===== config.mk =====
export PLATFORM = sky130hd
export DESIGN_NAME = fnd_scan_ctrl
export DESIGN_NICKNAME = d
export VERILOG_FILES = /design/src/rtl/fnd_scan_ctrl.sv
export SDC_FILE = /design/constraint.sdc
export NUM_CORES = 1
export LEC_CHECK = 0
export CORE_AREA = 2 2 117 119
export DETAILED_ROUTE_END_ITERATION = 10
export DIE_AREA = 0 0 119 121
export MAX_ROUTING_LAYER = met4
export PLACE_DENSITY_LB_ADDON = 0.12
export SLEW_MARGIN = 20
export SYNTH_ARGS = -nofsm -noshare
export SYNTH_HDL_FRONTEND = slang
export SYNTH_SLANG_ARGS = --single-unit

===== constraint.sdc =====
create_clock -name clk -period 6.7 [get_ports clk]
set_input_delay 1.34 -clock clk [delete_from_list [all_inputs] [get_ports clk]]
set_output_delay 1.34 -clock clk [all_outputs]
set_load 0.02 [all_outputs]

===== src/rtl/fnd_scan_ctrl.sv =====
// Time-multiplexed, double-buffered scan controller for a common-anode FND bank.
// Optional leading-zero blanking is enabled by defining FND_LZB_EN.
module fnd_scan_ctrl #(
  parameter int NUM_DIGITS = 4,
  parameter int SCAN_DIV   = 50000,
  parameter int DEAD_CYC   = 500
) (
  input  logic                    clk,
  input  logic                    rst,
  input  logic                    en,
  input  logic                    load,
  input  logic [4*NUM_DIGITS-1:0] value,
  output logic [3:0]              number,
  output logic [NUM_DIGITS-1:0]   fnd_com,
  output logic                    frame_tick,
  output logic                    upd_ack
);

  localparam int CW = $clog2(SCAN_DIV);
  localparam int IW = $clog2(NUM_DIGITS);

  typedef enum logic [1:0] {S_OFF, S_DEAD, S_ON} state_t;

  state_t                  state;
  logic [4*NUM_DIGITS-1:0] shadow, shadow_d;
  logic [4*NUM_DIGITS-1:0] pend, pend_d;
  logic                    pend_valid, pend_valid_d;
  logic [CW-1:0]           cnt, cnt_d;
  logic [IW-1:0]           idx, idx_d;
  logic [3:0]              number_d;
  logic [NUM_DIGITS-1:0]   fnd_com_d;
  logic                    frame_tick_d, upd_ack_d;
  logic [3:0]              cur_nib;
  logic [NUM_DIGITS-1:0]   sel, blank;
  logic                    slot_end, wrap;

  // Phase within the slot is a pure decode of the enable and slot counter.
  always_comb begin
    if (!en)                       state = S_OFF;
    else if (cnt < CW'(DEAD_CYC))  state = S_DEAD;
    else                           state = S_ON;
  end

  // NOTE: every always_comb output gets a default first so no path can infer a latch.
  always_comb begin
    cur_nib = 4'h0;
    sel     = '0;
    for (int i = 0; i < NUM_DIGITS; i++) begin
      if (idx == IW'(i)) begin
        cur_nib = shadow[4*i +: 4];
        sel[i]  = 1'b1;
      end
    end
  end

`ifdef FND_LZB_EN
  // A digit is blanked when it and every digit above it are zero; digit 0 always shows.
  logic zero_above;
  always_comb begin
    zero_above = 1'b1;
    blank      = '0;
    for (int i = NUM_DIGITS - 1; i >= 1; i--) begin
      zero_above = zero_above & (shadow[4*i +: 4] == 4'h0);
      blank[i]   = zero_above;
    end
  end
`else
  assign blank = '0;
`endif

  assign slot_end = (cnt == CW'(SCAN_DIV - 1));
  assign wrap     = slot_end && (idx == IW'(NUM_DIGITS - 1));

  always_comb begin
    shadow_d     = shadow;
    pend_d       = pend;
    pend_valid_d = pend_valid;
    cnt_d        = cnt;
    idx_d        = idx;
    number_d     = 4'h0;
    fnd_com_d    = '1;
    frame_tick_d = 1'b0;
    upd_ack_d    = 1'b0;

    case (state)
      S_OFF: begin
        cnt_d = '0;
        idx_d = '0;
        // While dark there is no frame to tear, so a load is shown at once.
        if (load) begin
          shadow_d     = value;
          pend_valid_d = 1'b0;
          upd_ack_d    = 1'b1;
        end
      end
      S_DEAD, S_ON: begin
        number_d = cur_nib;
        if (state == S_ON) fnd_com_d = ~(sel & ~blank);

        if (slot_end) begin
          cnt_d = '0;
          idx_d = (idx == IW'(NUM_DIGITS - 1)) ? '0 : idx + 1'b1;
        end else begin
          cnt_d = cnt + 1'b1;
        end

        // Commit of the old staged value happens before a same-edge load restages it.
        if (wrap) begin
          frame_tick_d = 1'b1;
          if (pend_valid) begin
            shadow_d     = pend;
            pend_valid_d = 1'b0;
            upd_ack_d    = 1'b1;
          end
        end
        if (load) begin
          pend_d       = value;
          pend_valid_d = 1'b1;
        end
      end
      default: ;
    endcase
  end

  // NOTE: sequential state uses non-blocking assignments so all registers update together.
  // NOTE: every register, including the staged value, is reset so a pending update is discarded.
  always_ff @(posedge clk or posedge rst) begin
    if (rst) begin
      shadow     <= '0;
      pend       <= '0;
      pend_valid <= 1'b0;
      cnt        <= '0;
      idx        <= '0;
      number     <= 4'h0;
      fnd_com    <= '1;
      frame_tick <= 1'b0;
      upd_ack    <= 1'b0;
    end else begin
      shadow     <= shadow_d;
      pend       <= pend_d;
      pend_valid <= pend_valid_d;
      cnt        <= cnt_d;
      idx        <= idx_d;
      number     <= number_d;
      fnd_com    <= fnd_com_d;
      frame_tick <= frame_tick_d;
      upd_ack    <= upd_ack_d;
    end
  end

endmodule


==> out/results.txt <==
YS warnings: 0
core box area: 13090 um^2
Initial Utilization: 25.75%
Syn Inst Count: 337
Synth top cells by count: 57 x dfrtp_1, 45 x nand3_1, 25 x clkbuf_1, 22 x o21ai_0, 19 x mux2i_1
DR DRC count: 0
die width: 119 um
port bufs: 29
global route total overflow: 0
r2r setup slk: 2.87 ns
Die Area: 14400 um^2
Yosys cell types: 45
wire length on met1: 3859 um
Placed Instance Area: 3802 um^2
worst hold path type: flip-flop to flip-flop
wire length on met3: 323 um
Final Hold Vio Count: 0
setup bufs post-CTS: 0
Setup-failing EPs final: 0
first-pass GRT wire length: 13730 um
Crit. End Element: flip-flop
final slew viol count: 0
headroom to the max-slew limit: 35.99%
Peak VDD IR: 130.1 uV
GPL Wtd Cong: 0.7635
crit-path max cell delay: 0.67 ns
switching share of power: 25.31%
I/O pin cnt: 30
clock power share: 44.8%
kind of cell adding the most delay to the critical path: simple AND/OR/NAND/NOR gates
Fillers: 1348
cell taking the most area after synthesis: dfrtp_1
Combinational Power Share: 13.0%
Skew-Pair Late Insertion Delay: 0.34 ns
register area share after synthesis: 45.45%
setup TNS: 0 ns
DRT antenna net count: 0
run status: complete, no violations
number of diodes: 0
vias in the first global route: 2546
Max clock buf depth: 2
critical path arrival: 4.54 ns
fin nets: 380
EDFF count, synth: 0
CP max-delay cell: or4_1
Sink Count: 61
Overall Power: 0.9685 mW
worst slew pin tran: 0.9602 ns
Tot GR Track Use: 12.83%
vias post-DR: 2603
Post-Route WL: 8286 um
Synth area leaders: dfrtp_1 42%, nand3_1 6.7%, mux2i_1 5.6%
Yosys reg bits: 61
Worst Clk Skew: 0.009032 ns
Fmax achieved: 234.5 MHz
CTS clk-pin slew, worst paths: 0.05 ns
CTS tree: built
fin util: 31.14%
Tcrit/Tclk final: 63.66%
number of detailed-route iterations in the first pass: 4
syn avg cell area: 9.998 um^2
H-Tree Depth: 3
cell area after layout: 4075 um^2
LEAKAGE: 1.571 nW
P_sw: 0.2452 mW
count leader, synth: dfrtp_1
DR WL/cell: 15.52 um
RSZ-0062 raised after global routing: false
via/cell ratio: 4.875
critical path class: primary input to flip-flop
Main synth FF type: dfrtp_1
Resize count post-CTS: 0
largest net degree at the start of global routing: 62
startpoint types: primary input
Netlist Area Pre-Place: 3369 um^2
Power Density: 237.7 nW/um^2
met2 WL post-DR: 3937 um
Die H: 121 um
CTS Hold Buffers Added: 0
total clock buffers created by CTS: 9
Crit Path Max Fanout: 24
critical path data required time: 6.97 ns
share of cells above drive strength 1: 12.29%
max-cap violations: 0
Core Rows: 42
initial antenna violation count: 0
Detailed Place HPWL: 5330 um
initial detailed-routing violation count: 125
crit path time final: 4.265 ns
Yosys top cell area share: 42.33%
cell internal pwr: 0.7234 mW
root buffer cell: clkbuf_16
Area Growth Syn to Fin: 20.94%
crit path cell chain: clkdlybuf4s50_1, buf_4, nor2b_1, ha_1, nand2_1, or4_1, nand3_1
Net Count, Synth: 364
WP buf/inv: 2
Async SR Flop Fraction: 100.0%
Top Layer Used: met4
Reg power frac: 42.2%
[worst reg2reg max path, delay by kind of cell (launching register included)]
| family | cells | cell delay [ns] |
|---|---|---|
| AO/OA/AOI/OAI | 1 | 0.42 |
| adder cells (fa/ha/maj) | 1 | 0.76 |
| AND/OR/NAND/NOR | 5 | 2.17 |
| flip-flops | 1 | 0.41 |
[layer usage]
metal / vias to the layer above / GRT usage [%]
met2: 45 / 20.22
met5: - / -
met1: 1266 / 15.02
li1: 1280 / -
met4: 0 / 4.836
met3: 12 / 4.699
[worst paths after layout]
path,cells past startpoint,end,from
min reg2reg,1,pend[5]$_DFFE_PP0P_,pend[5]$_DFFE_PP0P_
max,7,shadow[10]$_DFFE_PP0P_,en
min,1,pend[5]$_DFFE_PP0P_,pend[5]$_DFFE_PP0P_
min in group asynchronous,3,pend[1]$_DFFE_PP0P_,rst
max in group asynchronous,3,shadow[15]$_DFFE_PP0P_,rst
max reg2reg,7,shadow[10]$_DFFE_PP0P_,cnt[12]$_DFFE_PP0P_
[layout make-up]
class	instances	area [um^2]	share of cell area [%]
Tap cell	176	220.2	5.404
Clock buffer	15	267.8	6.570
Timing Repair Buffer	34	327.8	8.044
Inverter	5	18.77	0.4605
Sequential cell	61	1531	37.58
Multi-Input combinational cell	242	1704	41.82
Clock inverter	1	5.005	0.1228
[cell families after synthesis]
family                   Yosys count  synth area share (%)
AND/OR/NAND/NOR                  134                 22.73
flip-flops                        61                 45.45
AO/OA/AOI/OAI                     54                 11.03
multiplexers                      35                 10.99
buffers and inverters             34                 4.084
XOR/XNOR                          12                 3.119
adder cells (fa/ha/maj)            7                 2.599
[placed cells by master (no fill, tap or decap), drive strengths merged, types with 3 or more instances in the layout]
master         Yosys  layout
nand2             12      12
clkbuf            26      15
clkdlybuf4s50      0      29
o31a              16      16
xor2               5       5
nand3             45      45
dfstp              4       4
or4               18      18
nand4b             4       4
a21oi              3       3
inv                5       5
dfrtp             57      57
nor2b              7       7
nor4               4       4
xnor2              7       7
buf                3       5
mux2              16      16
mux2i             19      19
ha                 7       7
o21ai             22      22
nor2              17      17
a221oi             3       3
or2                3       3
o31ai              3       3
nand4              6       6
nand2b             4       4
[power groups by stage]
stage	Clock (mW)	Sequential [mW]	Combinational [mW]
after detailed placement	0	0.415	0.128
final	0.434	0.409	0.126
after CTS	0.449	0.409	0.128
after global routing	0.463	0.412	0.141
after floorplan	0	0.415	0.0829
after global placement	0	0.414	0.126
[sequential cells by signal, summed over array words and instances, names as in the netlist]
signal and flops:
number 4, idx 2, pend_valid 1, frame_tick 1, shadow 16, upd_ack 1, fnd_com 4, cnt 16
pend 16
[stage by stage]
stage | hold WS (ns) | std cells | worst slack [ns]
after global routing | 0.5069 | 534 | 2.155
after floorplan | 0.4792 | 337 | 3.047
after CTS | 0.5048 | 534 | 2.385
after global placement | 0.4869 | 518 | 2.130
after detailed placement | 0.4932 | 518 | 2.029
final | 0.5028 | 534 | 2.435
Power figures use the tool's default switching activity.
